`src/rtl/hdmi_period_scheduler.sv`:
```
// HDMI TMDS period sequencer for the horizontal blanking interval, with data-island packet arbitration.
// Define HDMI_SCHED_RR_EN for round-robin arbitration; the default build uses fixed priority (lowest index wins).
module hdmi_period_scheduler #(
    parameter int NUM_REQ     = 2,
    parameter int BLANK_LEN   = 384,
    parameter int CTRL_LEAD   = 4,
    parameter int MAX_PACKETS = 2
) (
    input  logic               clk,
    input  logic               reset,
    input  logic               line_start,
    input  logic               vblank,
    input  logic [NUM_REQ-1:0] pkt_req,
    output logic [2:0]         period,
    output logic [3:0]         ctl,
    output logic [NUM_REQ-1:0] pkt_grant,
    output logic [4:0]         pkt_word,
    output logic               pkt_start,
    output logic               sched_err
);

    localparam int BCW = 12;
    localparam int IW  = (NUM_REQ > 1) ? $clog2(NUM_REQ) : 1;
    localparam logic [BCW-1:0] BC_MAX = '1;

    localparam logic [2:0] P_CTRL    = 3'd0;
    localparam logic [2:0] P_DI_PRE  = 3'd1;
    localparam logic [2:0] P_DI_GB   = 3'd2;
    localparam logic [2:0] P_DI_DATA = 3'd3;
    localparam logic [2:0] P_VID_PRE = 3'd4;
    localparam logic [2:0] P_VID_GB  = 3'd5;
    localparam logic [2:0] P_ACTIVE  = 3'd6;

    typedef enum logic [3:0] {
        S_IDLE, S_CTRL_A, S_DI_PRE, S_DI_GB_LEAD, S_DI_DATA,
        S_DI_GB_TRAIL, S_CTRL_B, S_VID_PRE, S_VID_GB, S_ACTIVE
    } state_t;

    state_t             state_q, state_d;
    logic [BCW-1:0]     bc_q, bc_d;
    logic [4:0]         cnt_q, cnt_d;
    logic [4:0]         npk_q, npk_d;
    logic               vb_q, vb_d;
    logic [NUM_REQ-1:0] grant_q, grant_d;
    logic               err_q, err_d;
    logic [2:0]         period_q, period_d;
    logic [3:0]         ctl_q, ctl_d;
    logic [4:0]         word_q, word_d;
    logic               start_q, start_d;

    logic               fit_first, fit_more, in_sched;
    logic [IW-1:0]      arb_base;
    logic [NUM_REQ-1:0] arb_gnt;
    logic               arb_hit;

`ifdef HDMI_SCHED_RR_EN
    logic [IW-1:0]      rr_ptr_q, rr_ptr_d;
    logic [IW-1:0]      gidx_q, gidx_d;
    logic [IW-1:0]      gidx_next;
    logic [IW-1:0]      arb_idx;

    // During a packet the next search starts just past the source being served.
    always_comb begin
        gidx_next = (int'(gidx_q) == NUM_REQ - 1) ? '0 : gidx_q + IW'(1);
        arb_base  = (state_q == S_DI_DATA) ? gidx_next : rr_ptr_q;
    end
`else
    always_comb arb_base = '0;
`endif

    always_comb begin
        arb_gnt = '0;
        arb_hit = 1'b0;
`ifdef HDMI_SCHED_RR_EN
        arb_idx = '0;
`endif
        for (int k = 0; k < NUM_REQ; k++) begin
            if (!arb_hit && pkt_req[(int'(arb_base) + k) % NUM_REQ]) begin
                arb_hit = 1'b1;
                arb_gnt[(int'(arb_base) + k) % NUM_REQ] = 1'b1;
`ifdef HDMI_SCHED_RR_EN
                arb_idx = IW'((int'(arb_base) + k) % NUM_REQ);
`endif
            end
        end
    end

    // Packet 32 + trailing guard 2 + margin 4 + video preamble/guard 10; first island also pays its own preamble/guard.
    always_comb begin
        fit_more  = (int'(bc_q) + 48) <= BLANK_LEN;
        fit_first = (int'(bc_q) + 58) <= BLANK_LEN;
        in_sched  = (state_q == S_DI_PRE) || (state_q == S_DI_GB_LEAD) ||
                    (state_q == S_DI_DATA) || (state_q == S_DI_GB_TRAIL) ||
                    (state_q == S_VID_PRE) || (state_q == S_VID_GB);
    end

    always_comb begin
        state_d = state_q;
        bc_d    = (bc_q == BC_MAX) ? bc_q : bc_q + BCW'(1);
        cnt_d   = cnt_q + 5'd1;
        npk_d   = npk_q;
        vb_d    = vb_q;
        grant_d = grant_q;
        err_d   = err_q;
`ifdef HDMI_SCHED_RR_EN
        rr_ptr_d = rr_ptr_q;
        gidx_d   = gidx_q;
`endif
        case (state_q)
            S_CTRL_A: begin
                if (int'(bc_q) >= CTRL_LEAD) begin
                    cnt_d   = '0;
                    state_d = (|pkt_req && fit_first) ? S_DI_PRE : S_CTRL_B;
                end
            end
            S_DI_PRE: begin
                if (cnt_q == 5'd7) begin
                    cnt_d   = '0;
                    state_d = S_DI_GB_LEAD;
                end
            end
            S_DI_GB_LEAD: begin
                if (cnt_q == 5'd1) begin
                    cnt_d   = '0;
                    state_d = S_DI_DATA;
                    grant_d = arb_gnt;
                    npk_d   = 5'd1;
`ifdef HDMI_SCHED_RR_EN
                    gidx_d  = arb_idx;
`endif
                end
            end
            S_DI_DATA: begin
                if (cnt_q == 5'd31) begin
`ifdef HDMI_SCHED_RR_EN
                    if (|grant_q) rr_ptr_d = gidx_next;
`endif
                    if (arb_hit && (int'(npk_q) < MAX_PACKETS) && fit_more) begin
                        grant_d = arb_gnt;
                        npk_d   = npk_q + 5'd1;
`ifdef HDMI_SCHED_RR_EN
                        gidx_d  = arb_idx;
`endif
                    end else begin
                        grant_d = '0;
                        cnt_d   = '0;
                        state_d = S_DI_GB_TRAIL;
                    end
                end
            end
            S_DI_GB_TRAIL: begin
                if (cnt_q == 5'd1) state_d = S_CTRL_B;
            end
            S_CTRL_B: begin
                if (!vb_q && (int'(bc_q) >= BLANK_LEN - 10)) begin
                    cnt_d   = '0;
                    state_d = S_VID_PRE;
                end
            end
            S_VID_PRE: begin
                if (cnt_q == 5'd7) begin
                    cnt_d   = '0;
                    state_d = S_VID_GB;
                end
            end
            S_VID_GB: begin
                if (cnt_q == 5'd1) state_d = S_ACTIVE;
            end
            default: ;
        endcase

        // A new line always wins; landing inside an island or video lead-in is an overrun.
        if (line_start) begin
            if (in_sched) err_d = 1'b1;
            state_d = S_CTRL_A;
            bc_d    = '0;
            cnt_d   = '0;
            npk_d   = '0;
            vb_d    = vblank;
            grant_d = '0;
`ifdef HDMI_SCHED_RR_EN
            rr_ptr_d = rr_ptr_q;
`endif
        end

        period_d = P_CTRL;
        ctl_d    = 4'b0000;
        case (state_d)
            S_DI_PRE:                    begin period_d = P_DI_PRE;  ctl_d = 4'b0101; end
            S_DI_GB_LEAD, S_DI_GB_TRAIL: period_d = P_DI_GB;
            S_DI_DATA:                   period_d = P_DI_DATA;
            S_VID_PRE:                   begin period_d = P_VID_PRE; ctl_d = 4'b0001; end
            S_VID_GB:                    period_d = P_VID_GB;
            S_ACTIVE:                    period_d = P_ACTIVE;
            default:                     period_d = P_CTRL;
        endcase
        word_d  = (state_d == S_DI_DATA) ? cnt_d : 5'd0;
        start_d = (state_d == S_DI_DATA) && (cnt_d == 5'd0);
    end

    always_ff @(posedge clk or posedge reset) begin
        if (reset) begin
            state_q  <= S_IDLE;
            bc_q     <= '0;
            cnt_q    <= '0;
            npk_q    <= '0;
            vb_q     <= 1'b0;
            grant_q  <= '0;
            err_q    <= 1'b0;
            period_q <= P_CTRL;
            ctl_q    <= 4'b0000;
            word_q   <= 5'd0;
            start_q  <= 1'b0;
`ifdef HDMI_SCHED_RR_EN
            rr_ptr_q <= '0;
            gidx_q   <= '0;
`endif
        end else begin
            state_q  <= state_d;
            bc_q     <= bc_d;
            cnt_q    <= cnt_d;
            npk_q    <= npk_d;
            vb_q     <= vb_d;
            grant_q  <= grant_d;
            err_q    <= err_d;
            period_q <= period_d;
            ctl_q    <= ctl_d;
            word_q   <= word_d;
            start_q  <= start_d;
`ifdef HDMI_SCHED_RR_EN
            rr_ptr_q <= rr_ptr_d;
            gidx_q   <= gidx_d;
`endif
        end
    end

    assign period    = period_q;
    assign ctl       = ctl_q;
    assign pkt_grant = grant_q;
    assign pkt_word  = word_q;
    assign pkt_start = start_q;
    assign sched_err = err_q;

endmodule

```
`config.mk`:
```
export PLATFORM = sky130hd
export DESIGN_NAME = hdmi_period_scheduler
export DESIGN_NICKNAME = d
export VERILOG_FILES = /design/src/rtl/hdmi_period_scheduler.sv
export SDC_FILE = /design/constraint.sdc
export NUM_CORES = 1
export LEC_CHECK = 0
export CORE_MARGIN = 2
export CORE_UTILIZATION = 30
export DETAILED_ROUTE_END_ITERATION = 6
export HOLD_SLACK_MARGIN = 0.03
export SLEW_MARGIN = 20
export SYNTH_ARGS = -nofsm -noshare
export SYNTH_HDL_FRONTEND = slang
export SYNTH_SLANG_ARGS = --single-unit
```
`constraint.sdc`:
```
create_clock -name clk -period 3.6 [get_ports clk]
set_clock_uncertainty 0.2 [all_clocks]
set_input_delay 0.54 -clock clk [delete_from_list [all_inputs] [get_ports clk]]
set_output_delay 0.54 -clock clk [all_outputs]
set_load 0.02 [all_outputs]
```
### Word-level counts from Yosys, hierarchy flattened

Index checks and enable logic that the tools add are counted.

| storage, ports and cells | value |
|---|---|
| word-level logic and storage cells | 104 |
| register bits | 43 |
| bits of input ports | 6 |

| cells by class | value |
|---|---|
| muxes and demuxes | 39 |
| reduce and logical (&&, ||, !) cells | 21 |
| $add $sub $neg | 5 |
| $lt $le $gt $ge | 5 |
| equal/unequal tests | 23 |

Operator list:

| operator | number |
|---|---|
| $mux W5 | 12 |
| $mux W4 | 10 |
| $pmux W4 S8 | 1 |
| $eq A4 B3 Y1 const B | 7 |
| $add A12 B6 Y13 const B | 2 |
| $le A13 B9 Y1 const B | 2 |
| $pmux W5 S5 | 1 |
| $mux W12 | 2 |
| $pmux W3 S6 | 1 |
| $eq A4 B2 Y1 const B | 4 |
| $add A12 B1 Y12 const B | 1 |
| $eq A12 B12 Y1 const B | 1 |
| $eq A4 B4 Y1 const B | 3 |
| $ge A12 B3 Y1 const B | 1 |
| $ge A12 B9 Y1 const B | 1 |
| $add A5 B1 Y5 const B | 2 |
| $mux W2 | 5 |
| $pmux W5 S2 | 1 |
| $ne A3 B2 Y1 const B | 3 |
| $logic_and A1 B1 Y1 | 6 |
| $pmux W3 S2 | 1 |
| $reduce_or A2 Y1 | 3 |
| $eq A5 B1 Y1 const B | 1 |
| $eq A5 B3 Y1 const B | 1 |
| other kinds (14) | 21 |

### Depth between registers and ports, before layout

Gate-level depths: netlist of the first run.

| logic depth | value |
|---|---|
| word-level depth | 13 |
| gate-level depth with buffers | 9 |

### Worst setup path before layout of the first run

Ideal clock, no wire load.

| timing path | value |
|---|---|
| path kind | register -> register |
| start | reg cnt_q[1] |
| end | reg word_q[0], in the netlist pkt_word[0] |
| setup slack | 1.378 ns |
| clock period less this slack | 2.222 ns |
| library setup time | 0.080 ns |
| cell stages (with the launch flop) | 9 |
| data required time | 3.320 ns |
| arrival | 1.942 ns |
| path buffers | 0 |
| cell sequence | dfrtp_1 -> inv_1 -> ha_1 -> or4b_4 -> nor3_2 -> o21a_1 -> nand3_1 -> or2_1 -> nor3_2 |

| on the way | value |
|---|---|
| word-level cells in the longest chain between the ends | 6 |
| elaborated cells between the ends (all ways) | 18 |
| those cells by class | eq/ne: 4; mux: 14 |

RTL lines:

| element | RTL line | RTL |
|---|---|---|
| start: declaration | 41 | `logic [4:0] cnt_q, cnt_d;` |
| start signal: assignment | 221 | `cnt_q <= cnt_d;` |
| $eq A5 B1 Y1 (tied with other cells) | 123, 152, 167 |  |
| $mux W4 (tied with other cells) | 167 | `if (cnt_q == 5'd1) state_d = S_ACTIVE;` |
| $pmux W4 S8 | 109 | `case (state_q)` |
| $mux W4 | 173 | `if (line_start) begin` |
| $eq A4 B3 Y1 | 197 | `word_d = (state_d == S_DI_DATA) ? cnt_d : 5'd0;` |
| $mux W5 (*) | 197 |  |
| via word_d[0] | 48 | `logic [4:0] word_q, word_d;` |
| end signal: assignment | 228 | `word_q <= word_d;` |
| end: declaration | 48 |  |

The timed path passes the listed nets; every way through them passes the cells marked *.
A chain may end at the register's enable or synchronous reset.

### Worst setup path after layout of the first run

| timing path | value |
|---|---|
| start | reg cnt_q[0] |
| end | reg start_q, in the netlist pkt_start |

| on the way | value |
|---|---|
| word-level cells in the longest chain between the ends | 7 |
| elaborated cells between the ends (all ways) | 23 |
| those cells by class | add/sub: 1; eq/ne: 4; mux: 16; reduce/logical: 2 |

RTL lines:

| element | RTL line | RTL |
|---|---|---|
| $add A5 B1 Y5 | 100 | `cnt_d = cnt_q + 5'd1;` |
| $mux W5 | 138 | `if (arb_hit && (int'(npk_q) < MAX_PACKETS) && fit_more) begin` |
| $mux W5 | 134 | `if (cnt_q == 5'd31) begin` |
| $pmux W5 S5 | 109 |  |
| $mux W5 | 173 |  |
| $logic_not A5 Y1 | 198 | `start_d = (state_d == S_DI_DATA) && (cnt_d == 5'd0);` |
| $logic_and A1 B1 Y1 (*) | 198 |  |
| via start_d | 49 | `logic start_q, start_d;` |
| end signal: assignment | 229 | `start_q <= start_d;` |
| end: declaration | 49 |  |

Marked as above.

==> impl_metrics.toml, run 1 <==
[synth]
synthDistinctLibCells = 64
yosysSeqAreaShare_pct = 42.9
synthTopCellsByCount = "41 x dfrtp_1, 30 x nor2_1, 17 x nand2_1"
synth_edf_count = 0
ys_async_sr_fraction_pct = 100
yosysTopAreaCellShare_pct = 42.9
syn-instance-count = 252
ys_warn_count = 0
ys_seq_elements = 41
avgSynthCellArea_um2 = 9.50
synthTopCellsByArea = "dfrtp_1 43%, nor2_1 4.7%, xor2_1 3.3%"
syn-cell-area_um2 = 2390
synth_top_cell_by_area = "dfrtp_1"
yosysMostFrequentCell = "dfrtp_1"
synth_top_flop_cell = "dfrtp_1"

[cts]
clk-insertion-delay-late_ns = 0.29
hold_buffers = 0
cts_made_buffers = 5
cts.htree.levels = 2
clockBufferDepth = 2
postCtsSetupBuffers = 0
cts_resized = 0
cts_tree = "built"
cts-root-buf = "clkbuf_8"
clock-sinks = 41
path_clk_slew_ns = 0.08

[min_path]
hold_path_depth = 1
hold_path.class = "reg -> reg"

[place]
gp_congestion = 0.842
io_buffers = 19
dpl_cell_area_um2 = 2660
dp_hpwl_mm = 3.73

[setup_path]
cp-endpoint = "pkt_start"
rr_worst_depth = 7
cp_max_fo = 6
reg2reg_setup_slack_ns = 1.04
worstPathArrival_ns = 2.58
critPathRequiredTime_ns = 3.62
cp-end-kind = "flop"
crit_start = "cnt_q[0]"
reg2reg_to = "pkt_start"
critical_path_class = "reg -> reg"
crit_path_start_kind = "flop"
r2r-start = "cnt_q[0]"

[global_route]
grt_pass1_wl_mm = 8.51
grt_pass1_vias = 1759
grt_usage_pct = 12.3
gr-total-overflow = 0
antenna_found_initial = 0
grt_start_max_net_pins = 28

[layout]
drive_gt1_share_pct = 10.4
area_growth_pct = 16.7
fillers = 777
diodes = 0
fin_area_um2 = 2790
final_util_pct = 36.2
finalNetCount = 280

[die]
die_h_um = 93.3
core-area_um2 = 7730
die_w_um = 93.3
initial_core_util_pct = 31.0
die_area_um2 = 8710
rows = 32
num_io_pins = 22

[sta]
final.period_utilization_pct = 71.1
final_hold_viol_count = 0
fin_crit_ns = 2.56
worstMarginPinSlew_ns = 0.941
slew_viol_final = 0
timing.fmax_mhz = 391
setup_violations = 0
max_slew_margin_pct = 36.9
rsz0062_at_grt = "false"
tns_ns = 0

[detailed_routing]
drcViolationCount = 0
drtAntennaViolNets = 0
dr_total_vias = 1845
viasPerCell = 4.97
routedWlPerCell_um = 13.6
dr.first_iter.drc_count = 78
dr.pass1.iters = 4
wl_mm = 5.06

[status]
status = "complete, no violations"

[power_and_ir_drop]
leakagePower_nw = 1.19
power.total_mw = 1.13
power.density_nw_per_um2 = 406
vdd_ir_drop_max_mv = 0.206

[run]
cap_violations = 0
-- registers in the layout, indices dropped and copies added, names as in the netlist, 2 cells and up --
signal     flops
pkt_grant      2
pkt_word       5
period         3
bc_q          12
ctl            2
npk_q          5
cnt_q          5
state_q        4
-- critical path, cell delays in order, from the launching register on --
cell      delay [ns]
dfrtp_1         0.44
ha_1            0.19
nor4b_4         0.33
o21ai_1         0.13
a221oi_1        0.50
nand3_1         0.15
o21ai_1         0.30
o2111a_1        0.25
-- power by group --
part	leakage (nW)	internal (mW)	switching, mW	total (mW)
Combinational	0.566	0.0792	0.106	0.186
Sequential	0.557	0.483	0.0326	0.515
Clock	0.0681	0.275	0.158	0.433
-- worst min-delay path by stage --
stage | to | startpoint
4_1_cts | sched_err | sched_err
6_report | sched_err | sched_err
3_5_place_dp | sched_err | sched_err
5_1_grt | sched_err | sched_err
3_3_place_gp | sched_err | sched_err
2_1_floorplan | npk_q[4] | npk_q[4]
-- per-layer routing --
layer,vias up,global-route usage [%],wire [µm]
met3,6,3.06,220
met5,-,0,0
li1,928,-,-
met2,42,19.4,2370
met4,0,3.43,53
met1,869,16.8,2420
-- metrics by stage --
stage                     setup slack (ns)  hold WS, ns  cells
after floorplan                       1.38        0.288    253
after global placement                1.03        0.272    363
after detailed placement             0.934        0.261    363
after CTS                            0.997        0.287    371
after global routing                 0.900        0.301    371
final                                 1.04        0.275    371
-- cells by family after synthesis --
| family | count (synthesis) | share of synthesized area, % |
|---|---|---|
| other | 1 | 0.157 |
| AO/OA/AOI/OAI | 52 | 16.6 |
| XOR/XNOR | 11 | 4.03 |
| buffers and inverters | 30 | 5.75 |
| flip-flops | 41 | 42.9 |
| AND/OR/NAND/NOR | 109 | 26.6 |
| multiplexers | 2 | 0.889 |
| adder cells (fa/ha/maj) | 6 | 3.14 |
-- cells in the final DEF, fill, tap and decap left out, drive strengths merged, types with 5 or more instances in the layout --
| cell | instances |
|---|---|
| xor2 | 9 |
| nand2 | 17 |
| clkdlybuf4s50 | 19 |
| a31oi | 6 |
| inv | 15 |
| nand2b | 5 |
| nor3 | 6 |
| a21oi | 7 |
| nor2 | 30 |
| dfrtp | 41 |
| and3 | 9 |
| ha | 6 |
| nand3 | 8 |
| o21ai | 11 |
| nand4 | 5 |
| clkbuf | 5 |
-- final cells by class --
type,count,area (µm²),area share [%]
well taps,102,128,4.57
flip-flops and latches,41,1030,36.7
repair buffers,22,213,7.61
inverters,16,60.1,2.15
clock inverters,3,65.1,2.33
clock buffers,5,68.8,2.46
multi-input cells,182,1230,44.2
(Power assumes the default switching activity.)
==> run 2: changes to the inputs <==
==> constraint.sdc (replaced) <==
create_clock -name clk -period 2.1 [get_ports clk]
set_clock_uncertainty 0.2 [all_clocks]
set_input_delay 0.315 -clock clk [delete_from_list [all_inputs] [get_ports clk]]
set_output_delay 0.315 -clock clk [all_outputs]
set_load 0.02 [all_outputs]
==> run 2 against run 1 <==
Compared with the run above: the run now ends with negative setup slack left; wire length is 16% higher; clock power grew 24%; register-to-register slack worse by 1.2 ns; non-clock buffer count is 64 higher; utilization increased by 8.6 points; critical path depth is the same; clock-buffer cell count increased by 1; total power up 71%; final area increased by 24%.
==> impl_metrics.toml, run 2 (synthesis gave the netlist of run 1 again) <==
[status]
status = "complete, but fails checks"
violations = "negative setup slack"

[global_route]
grt_pass1_vias = 2078
grt_usage_pct = 13.8
grt_start_max_net_pins = 42
antenna_found_initial = 0
grt_pass1_wl_mm = 9.63
gr-total-overflow = 0

[cts]
cts-root-buf = "clkbuf_8"
path_clk_slew_ns = 0.08
cts.htree.levels = 2
clockBufferDepth = 2
cts_tree = "built"
clock-sinks = 41
cts_made_buffers = 5
clk-insertion-delay-late_ns = 0.29
hold_buffers = 0

[power_and_ir_drop]
power.share.sequential_pct = 44.9
p_switching_mw = 0.591
combPwrFrac_pct = 27.3
switching_share_pct = 30.5
power.total_mw = 1.94
vdd_ir_drop_max_mv = 0.278
power_frac_clock_pct = 27.8
power.density_nw_per_um2 = 561
leakagePower_nw = 1.52
p_int_mw = 1.35

[place]
dp_hpwl_mm = 4.22
io_buffers = 19
dpl_cell_area_um2 = 3110
gp_congestion = 0.962
post-place-ws_ns = -0.361

[detailed_routing]
drtAntennaViolNets = 0
routedWlPerCell_um = 13.5
dr.first_iter.drc_count = 176
dr.pass1.iters = 4
viasPerCell = 4.99
wl_mm = 5.87
drcViolationCount = 0
dr_total_vias = 2164

[sta]
final.period_utilization_pct = 109
final_hold_viol_count = 0
setup_violations = 22
whs_ns = 0.244
rsz0062_at_grt = "true"
timing.fmax_mhz = 437
slew_viol_final = 0
max_slew_margin_pct = 65.3
worstMarginPinSlew_ns = 0.521
fin_crit_ns = 2.29
setup_ws_ns = -0.186

[layout]
fillers = 738
finalNetCount = 344
final_cell_mix = "63 x buf_4, 40 x dfrtp_1, 26 x nor2_1"
fin_area_um2 = 3460
drive_gt1_share_pct = 37.0
diodes = 0
layout_commonest_cell = "buf_4"
largest_reg_flops = 12
top_register = "bc_q"
area_growth_pct = 44.5

[setup_path]
worstPathArrival_ns = 2.31
critical_path_class = "reg -> reg"
crit_path_max_incr_delay_ns = 0.57
crit_slowest_cell = "or4_4"
path_buf_inv = 1
cp-end-kind = "flop"
crit_path_start_kind = "flop"
reg2reg_setup_slack_ns = -0.19
reg2reg_to = "period[0]"
r2r-start = "bc_q[7]"
path_cells = "or4_4 -> nor3_2 -> nor4b_1 -> buf_4 -> nand2b_4 -> or3_4 -> a31oi_4"
critPathRequiredTime_ns = 2.12
rr_worst_depth = 7
cp_max_fo = 4
critPathTopFamily = "simple AND/OR/NAND/NOR gates"

[die]
num_io_pins = 22
die_h_um = 93.3
die_area_um2 = 8710
rows = 32
core-area_um2 = 7730
die_w_um = 93.3
initial_core_util_pct = 31.0

[run]
cap_violations = 0

[min_path]
hold_path.class = "in -> async"
run 2: worst max path at each step:
stage             start  cells after the start           to
2_1_floorplan   bc_q[2]                      7    period[0]
3_3_place_gp   cnt_q[1]                      8    pkt_start
3_5_place_dp   cnt_q[1]                      8    pkt_start
4_1_cts        cnt_q[1]                      8  pkt_word[3]
5_1_grt        cnt_q[1]                      8     npk_q[3]
6_report        bc_q[7]                      7    period[0]
run 2: per-layer routing:
layer  part of all wire, %  track usage (%)  vias to the layer above
met4                   3.0             5.88                        0
met2                    49             23.0                       56
met5                     0                0                        -
met3                   3.9             2.42                       16
met1                    44             17.7                     1038
li1                      -                -                     1054
run 2: power groups by stage:
stage / Combinational, mW / Clock, mW / Sequential, mW
floorplan: 0.233 / 0 / 0.891
global placement: 0.428 / 0 / 0.882
detailed placement: 0.429 / 0 / 0.884
CTS: 0.465 / 0.555 / 0.869
global route: 0.575 / 0.580 / 0.877
finish: 0.530 / 0.538 / 0.871
run 2: worst reg2reg max path, delay by kind of cell, from the launching register on:
family | cells | cell delay, ns
simple gates | 5 | 1.34
compound gates | 1 | 0.15
buf+inv | 1 | 0.15
flops | 1 | 0.38
run 2: repair_timing:
item,in CTS,in global routing
setup endpoints to repair,23,23
gates resized for setup,14,25
buffers inserted,3,6
pin swaps,9,13
run 2: area by class of cell:
cell class | instances | area, µm² | area share (%)
clock buffers | 6 | 82.6 | 2.39
clock inverters | 1 | 7.51 | 0.217
inverters | 16 | 60.1 | 1.74
multi-input cells | 182 | 1440 | 41.6
flip-flops and latches | 41 | 1030 | 29.7
well taps | 102 | 128 | 3.69
repair buffers | 86 | 717 | 20.7
run 2: stage by stage:
| step | utilization [%] | instances | setup TNS [ns] |
|---|---|---|---|
| detailed placement | 40.2 | 418 | -3.87 |
| global placement | 40.2 | 418 | -2.97 |
| floorplan | - | 253 | -0.243 |
| CTS | 42.5 | 428 | -2.24 |
| global route | 44.8 | 434 | -4.88 |
| finish | 44.8 | 434 | -2.36 |
==> run 3: changes to the inputs <==
--- a/config.mk
+++ b/config.mk
@@ -8,7 +8,7 @@
 export CORE_MARGIN = 2
 export CORE_UTILIZATION = 30
 export DETAILED_ROUTE_END_ITERATION = 6
-export HOLD_SLACK_MARGIN = 0.03
+export HOLD_SLACK_MARGIN = 0.05
 export SLEW_MARGIN = 20
 export SYNTH_ARGS = -nofsm -noshare
 export SYNTH_HDL_FRONTEND = slang
==> constraint.sdc (replaced) <==
create_clock -name clk -period 1.8 [get_ports clk]
set_clock_uncertainty 0.2 [all_clocks]
set_input_delay 0.27 -clock clk [delete_from_list [all_inputs] [get_ports clk]]
set_output_delay 0.27 -clock clk [all_outputs]
set_load 0.02 [all_outputs]
==> run 3 against run 2 <==
Compared with the run above: the flow still finishes with violations (negative setup slack); wire length rose by 9.8%; maximum frequency fell by 1.1%; critical path depth fell by 1; utilization rose by 4.5 points; largest power group unchanged; highest routed layer unchanged.
==> impl_metrics.toml, run 3 (synthesis gave the netlist of run 1 again) <==
[layout]
diodes = 0
final_cell_mix = "68 x buf_4, 41 x dfrtp_1, 25 x nor2_1"
finalNetCount = 360
top_register = "bc_q"
layout_commonest_cell = "buf_4"
drive_gt1_share_pct = 47.0
area_growth_pct = 59.2
final_util_pct = 49.3
fin_area_um2 = 3810
fillers = 685
largest_reg_flops = 12

[die]
die_area_um2 = 8710
rows = 32
initial_core_util_pct = 31.0
num_io_pins = 22
die_w_um = 93.3
die_h_um = 93.3
core-area_um2 = 7730

[status]
status = "complete, but fails checks"
violations = "negative setup slack"

[detailed_routing]
dr.pass1.iters = 4
drcViolationCount = 0
drtAntennaViolNets = 0
routedWlPerCell_um = 14.3
dr_total_vias = 2222
dr.first_iter.drc_count = 93
wl_mm = 6.45
viasPerCell = 4.93

[place]
dpl_cell_area_um2 = 3300
post-place-ws_ns = -0.525
io_buffers = 19
dp_hpwl_mm = 4.51
gp_congestion = 0.833

[cts]
hold_buffers = 0
clk-insertion-delay-late_ns = 0.29
path_clk_slew_ns = 0.09
cts_made_buffers = 5
clock-sinks = 41
clockBufferDepth = 2
cts_tree = "built"
cts.htree.levels = 2
cts-root-buf = "clkbuf_8"

[global_route]
grt_pass1_vias = 2279
grt_start_max_net_pins = 42
antenna_found_initial = 0
grt_usage_pct = 15.2
grt_pass1_wl_mm = 10.6
gr-total-overflow = 0

[setup_path]
critPathRequiredTime_ns = 1.78
cp_max_fo = 6
crit_path_start_kind = "flop"
crit_path_max_incr_delay_ns = 0.57
critical_path_class = "reg -> reg"
worstPathArrival_ns = 2.29
crit_slowest_cell = "or4_4"
path_cells = "or4_4 -> buf_6 -> o31ai_4 -> a221oi_4 -> a41o_4 -> o2111a_1"
cp-end-kind = "flop"

[sta]
setup_violations = 27
tns_ns = -9.81
final.period_utilization_pct = 128
worstMarginPinSlew_ns = 0.507
timing.fmax_mhz = 433
max_slew_margin_pct = 65.8
setup_ws_ns = -0.511
rsz0062_at_grt = "true"
final_hold_viol_count = 0
fin_crit_ns = 2.31
slew_viol_final = 0

[power_and_ir_drop]
vdd_ir_drop_max_mv = 0.304
leakagePower_nw = 1.63
power.total_mw = 2.51
power.density_nw_per_um2 = 658

[min_path]
hold_path.class = "in -> async"

[run]
cap_violations = 0
[run 3: cell count changes in the layout (fill, tap and decap cells not counted), sizes merged]
cell	previous run	this run
buf	67	83
bufinv	0	1
[run 3: where the power goes]
group	leakage [nW]	switching, mW	internal, mW
Combinational	1.02	0.355	0.371
Clock	0.0574	0.317	0.451
Sequential	0.557	0.0479	0.966
[run 3: critical path, delay by kind of cell, from the launching register on]
| kind | cells | cell delay, ns |
|---|---|---|
| simple gates | 1 | 0.57 |
| compound gates | 4 | 0.90 |
| buf+inv | 1 | 0.15 |
| flops | 1 | 0.39 |
[run 3: final timing paths]
check | startpoint | endpoint | slack [ns] | cells after the start
min | reset | pkt_grant[0] | 0.14 | 3
min in group clk | sched_err | sched_err | 0.26 | 1
max reg2reg | bc_q[6] | pkt_start | -0.51 | 6
max | bc_q[6] | pkt_start | -0.51 | 6
max in group asynchronous | reset | period[0] | 1.06 | 3
min reg2reg | sched_err | sched_err | 0.26 | 1
[run 3: through the flow]
| step | cells | hold WS (ns) |
|---|---|---|
| floorplan | 253 | 0.222 |
| global placement | 431 | 0.249 |
| detailed placement | 431 | 0.248 |
| CTS | 447 | 0.141 |
| global route | 451 | 0.168 |
| finish | 451 | 0.137 |
[run 3: what timing repair did]
| action | CTS | global route |
|---|---|---|
| buffers inserted | 9 | 5 |
| setup endpoints to repair | 29 | 37 |
| gates resized for setup | 36 | 29 |
| pin swaps | 22 | 17 |
[run 3: area by class of cell]
class | instances | area, µm² | share of cell area (%)
clock buffer | 6 | 82.6 | 2.17
sequential | 41 | 1030 | 26.9
multi-input combinational | 182 | 1600 | 42.0
timing repair buffer | 102 | 878 | 23.0
inverter | 16 | 60.1 | 1.58
tap | 102 | 128 | 3.35
clock inverter | 2 | 37.5 | 0.985
[run 3: per-layer routing]
metal / GRT usage (%) / wire length, µm
met3: 2.74 / 168
met2: 27.5 / 3400
met4: 4.53 / 47
met5: 0 / 0
met1: 18.4 / 2830
==> RTL edit 1: new RTL, config.mk and constraints of run 3 <==
Add a define of `HDMI_SCHED_RR_EN`.
--- a/src/rtl/hdmi_period_scheduler.sv
+++ b/src/rtl/hdmi_period_scheduler.sv
@@ -1,4 +1,6 @@
 // HDMI TMDS period sequencer for the horizontal blanking interval, with data-island packet arbitration.
 // Define HDMI_SCHED_RR_EN for round-robin arbitration; the default build uses fixed priority (lowest index wins).
+`define HDMI_SCHED_RR_EN
+
 module hdmi_period_scheduler #(
     parameter int NUM_REQ     = 2,
Behaviour: same outputs for any inputs over 4 cycles, from zero or initial values and one cycle with reset high; that may be too few to reach the edited logic, so the function may still have changed.
==> RTL edit 1 against run 3 <==
  * Power up 2.3%
  * Synthesized area up 3.1%
  * The flow still finishes with violations (negative setup slack)
  * Critical path depth unchanged
  * Setup slack worse by 0.16 ns
  * Worst hold slack worse by 0.033 ns
  * Routed wire length up 0.84%
  * Final area down 0.56%
  * Count of clock-buffer cells in the layout unchanged
  * Sequential cell count up 2
==> RTL edit 1: results (changes against run 3) <==
crit_family: "simple AND/OR/NAND/NOR gates"
vdd_drop_max_uv: 288.9  # -5.0%
drive_gt1_share_pct: 40.06  # -6.9 points
dp.cells: 447  # +3.7%
worstPathArrival_ns: 2.51  # +0.22 ns
status: "complete, but fails checks"
r2r_slack_ns: -0.67  # -0.16 ns
cp_slowest_stage_delay_ns: 0.62  # +0.05 ns
critPathMaxFanout: 5  # -1
syn_avg_cell_area_sq_um: 9.346  # -1.6%
gr-usage-all-layers_pct: 15.62  # +0.38 points
powerDensity_nw_per_um2: 677.3  # +2.9%
postSynth.asyncResetShare_pct: 100.0  # unchanged
dp_slack_ns: -0.6831  # -0.1579 ns
clk_latency_ns: 0.30
finalWirelength_microns: 6499  # +0.84%
synth_common_cells: "43 x dfrtp_1, 31 x nor2_1, 15 x a21oi_1"
p_leak_nw: 1.654  # +1.4%
drt_iter0_drc: 100  # +7.5%
top_register: "bc_q"
slowest_stage: "or4b_4"
gp_congestion: 0.9101  # +9.3%
fin_hold_ws_ns: 0.1045  # -0.03297 ns
place.detailed.hpwl_microns: 4686  # +3.8%
tightest_slew_ns: 0.5229  # +0.01589 ns
cts_hold_buf: 0  # unchanged
grt_max_degree: 44  # +4.8%
final_nets: 368  # +2.2%
avgRoutedWirePerCell_microns: 14.07  # -1.6%
setup_viol: 36  # +33%
rr_startpoint: "cnt_q[4]"
vias_per_cell: 4.924  # about the same
seq_area_frac_synth_pct: 43.61  # +0.75 points
fin_tns_setup_ns: -15.66  # -5.853 ns
violations: "negative setup slack"
layout_setup_ws_ns: -0.6678  # -0.1571 ns
switching_share_pct: 28.63  # -0.10 points
grt_pass1_wl_microns: 10950  # +3.8%
synth_cell_types: 59  # -7.8%
grt_pass1_vias: 2302  # +1.0%
numCtsBuffers: 5  # unchanged
fill_cells: 796  # +16%
synth_area_leaders: "dfrtp_1 44%, nor2_1 4.7%, a21oi_1 3.0%"
place_area_sq_um: 3347  # +1.6%
## RTL edit 1: cell types whose count changed after synthesis, moves of 5 or more
cell / before / now
inv_1: 15 / 10
and3_1: 9 / 4
o21ai_0: 3 / 11
o21ai_1: 8 / 1
nor3_2: 5 / 0
a21oi_1: 7 / 15
## RTL edit 1: per-layer routing
metal	vias up	track usage [%]	wire (microns)
li1	1132	-	-
met1	1102	20.72	3013
met2	35	25.59	3164
met3	6	3.272	250
met4	0	4.710	72
met5	-	0	0
## RTL edit 1: area by class of cell
type                            instances  area share [%]
Clock inverter                          2          0.9244
Multi-Input combinational cell        196           41.40
Timing Repair Buffer                  100           22.55
Tap cell                              105           3.466
Inverter                               10          0.9904
Sequential cell                        43           28.49
Clock buffer                            6           2.179
## RTL edit 1: power groups by stage
stage	Combinational, W	Sequential (W)	Clock (W)
2_1_floorplan	0.000332	0.00111	0
3_3_place_gp	0.000593	0.00109	0
3_5_place_dp	0.000599	0.00110	0
4_1_cts	0.000664	0.00108	0.000810
5_1_grt	0.000766	0.00109	0.000854
6_report	0.000700	0.00108	0.000786
## RTL edit 1: repair_timing
action                                 4_1_cts  5_1_grt
setup buffers                                5        3
endpoints found under the hold margin        0        0
setup endpoints to repair                   37       42
resized for setup                           38       28
pin swaps                                   12       21
## RTL edit 1: tightest hold or removal path, delay by kind of cell
family / cells / cell delay, ns
buf+inv: 3 / 0.71
## RTL edit 1: cell families after synthesis
kind of cell | count (synthesis) | share of synthesized area [%]
AND/OR/NAND/NOR | 112 | 25.86
AO/OA/AOI/OAI | 60 | 16.94
flip-flops | 43 | 43.61
buffers and inverters | 26 | 4.463
XOR/XNOR | 12 | 4.260
adder cells (fa/ha/maj) | 6 | 3.043
multiplexers | 4 | 1.673
other | 1 | 0.1520
==> RTL edit 2: new RTL, settings of run 3 <==
Made on the original files. Re-encode `state_t` (10 states) as one-hot, 10 bits wide.
--- a/src/rtl/hdmi_period_scheduler.sv
+++ b/src/rtl/hdmi_period_scheduler.sv
@@ -32,7 +32,7 @@
     localparam logic [2:0] P_ACTIVE  = 3'd6;
 
-    typedef enum logic [3:0] {
-        S_IDLE, S_CTRL_A, S_DI_PRE, S_DI_GB_LEAD, S_DI_DATA,
-        S_DI_GB_TRAIL, S_CTRL_B, S_VID_PRE, S_VID_GB, S_ACTIVE
+    typedef enum logic [9:0] {
+        S_IDLE = 10'b0000000001, S_CTRL_A = 10'b0000000010, S_DI_PRE = 10'b0000000100, S_DI_GB_LEAD = 10'b0000001000, S_DI_DATA = 10'b0000010000,
+        S_DI_GB_TRAIL = 10'b0000100000, S_CTRL_B = 10'b0001000000, S_VID_PRE = 10'b0010000000, S_VID_GB = 10'b0100000000, S_ACTIVE = 10'b1000000000
     } state_t;
 
Function: no difference found for any inputs over 10 cycles, from zero or initial values and one cycle with reset high; not proved beyond that.
==> RTL edit 2 against run 3 <==
  * Routed wire length is 45% higher
  * Non-clock buffer count is 51 higher
  * Cell count grew 27%
  * Critical path depth is 2 higher
  * Sequential cell count is 6 higher
  * Setup slack lost 0.91 ns
  * Synthesized area rose by 18%
  * Core utilization up 2.6 points
  * The flow still finishes with violations (negative setup slack)
  * Final area is 25% higher
Power is not compared: it rests on default switching activity, and its combinational part moved more than twofold at a synthesized area within 25%.
==> RTL edit 2: results (changes against run 3) <==
antenna_found_initial: 0  # unchanged
synth_common_cells: "46 x dfrtp_1, 40 x nor2_1, 21 x a21oi_1"
cts_setup_buffers: 21  # +12
critPathMaxFanout: 5  # -1
numPortBuffers: 19  # unchanged
gp_congestion: 0.9014  # +8.3%
vdd_drop_max_uv: 420.4
fin_hold_ws_ns: 0.09761  # -0.03989 ns
reg2reg_to: "period[0]"
vias_per_cell: 5.332  # +8.2%
place_area_sq_um: 3918  # +19%
synth_area_leaders: "dfrtp_1 41%, nor2_1 5.3%, a21oi_1 3.7%"
gr-usage-all-layers_pct: 18.48  # +3.2 points
synth_fa_ha_area_share_pct: 2.669  # -0.47 points
seq_area_frac_synth_pct: 41.86  # -1.0 points
synth_warnings: 0  # unchanged
synthCells: 318  # +26%
clk_pin_slew_ns: 0.10
setup_viol: 43  # +59%
grt_pass1_wl_microns: 14830  # +41%
cts_max_level: 2  # unchanged
grt_max_degree: 31  # -26%
numCtsBuffers: 5  # unchanged
status: "complete, but fails checks"
dp.cells: 536  # +24%
worstPathArrival_ns: 3.28  # +0.99 ns
violations: "negative setup slack"
finalWirelength_microns: 9359  # +45%
rr_startpoint: "state_q[3]"
grt_pass1_vias: 3059  # +34%
rr_worst_depth: 8  # +2
synth.mux.area_fraction_pct: 0.7562  # -0.13 points
layout_setup_ws_ns: -1.425  # -0.9142 ns
synth_compound_area_share_pct: 16.37  # -0.20 points
drive_gt1_share_pct: 51.41  # +4.4 points
dr.pass1.iters: 4  # unchanged
fin_tns_setup_ns: -30.10  # -20.29 ns
vias: 3050  # +37%
final_nets: 472  # +31%
synth_cell_types: 61  # -4.7%
drt_iter0_drc: 173  # +86%
cts_root_buf: "clkbuf_8"
dp_slack_ns: -1.463  # -0.9383 ns
cts_resized: 75  # +110%
clk_latency_ns: 0.31  # +0.02 ns
synth_xor_area_share_pct: 4.048  # +0.023 points
hp-class: "in2async"
synth_flop_cell: "dfrtp_1"
clockBufferDepth: 2  # unchanged
fill_cells: 782  # +14%
place.detailed.hpwl_microns: 6154  # +36%
[RTL edit 2: cell types whose count changed after synthesis, sizes merged, moves of 7 or more]
cell   change
a21oi     +14
nand3      +7
nor2      +10
or4        +7
[RTL edit 2: layer usage]
metal	global-route usage, %	routed length (microns)	vias to the layer above
li1	-	-	1444
met1	23.39	3990	1494
met2	32.15	4753	92
met3	2.774	380	20
met4	6.112	235	0
met5	0	0	-
[RTL edit 2: area by class of cell]
cell class	instances	area, sq um	area share (%)
multi-input cells	237	1986	41.75
repair buffers	153	1299	27.31
flip-flops and latches	47	1177	24.76
well taps	111	138.9	2.920
clock buffers	5	68.82	1.447
inverters	16	62.56	1.315
clock inverters	3	23.77	0.4999
[RTL edit 2: critical path, stage by stage (launching register included)]
cell and delay [ns]:
dfrtp_1 0.40, or4_4 0.54, nor4_4 0.31, a211o_2 0.20, nand3_4 0.08, o32a_1 0.38
or4_4 0.46, or4_4 0.53, nand3_2 0.07
[RTL edit 2: worst max path at each step]
stage               slack [ns]  startpoint  cells past startpoint   endpoint
finish                   -1.42  state_q[3]                      8  period[0]
detailed placement       -1.46  state_q[3]                      8  pkt_start
CTS                      -1.40  state_q[3]                      8     ctl[0]
global route             -1.49  state_q[3]                      8  period[0]
global placement         -1.39  state_q[0]                      8  pkt_start
floorplan                -1.45  state_q[3]                     10  pkt_start
[RTL edit 2: where the power goes]
part           leakage [nW]  switching, W  total, W  internal (W)
Combinational          1.49       0.00114   0.00240       0.00126
Clock                0.0408      0.000414  0.000693      0.000279
Sequential            0.641     0.0000470   0.00116       0.00112
Total                  2.17       0.00160   0.00425       0.00265
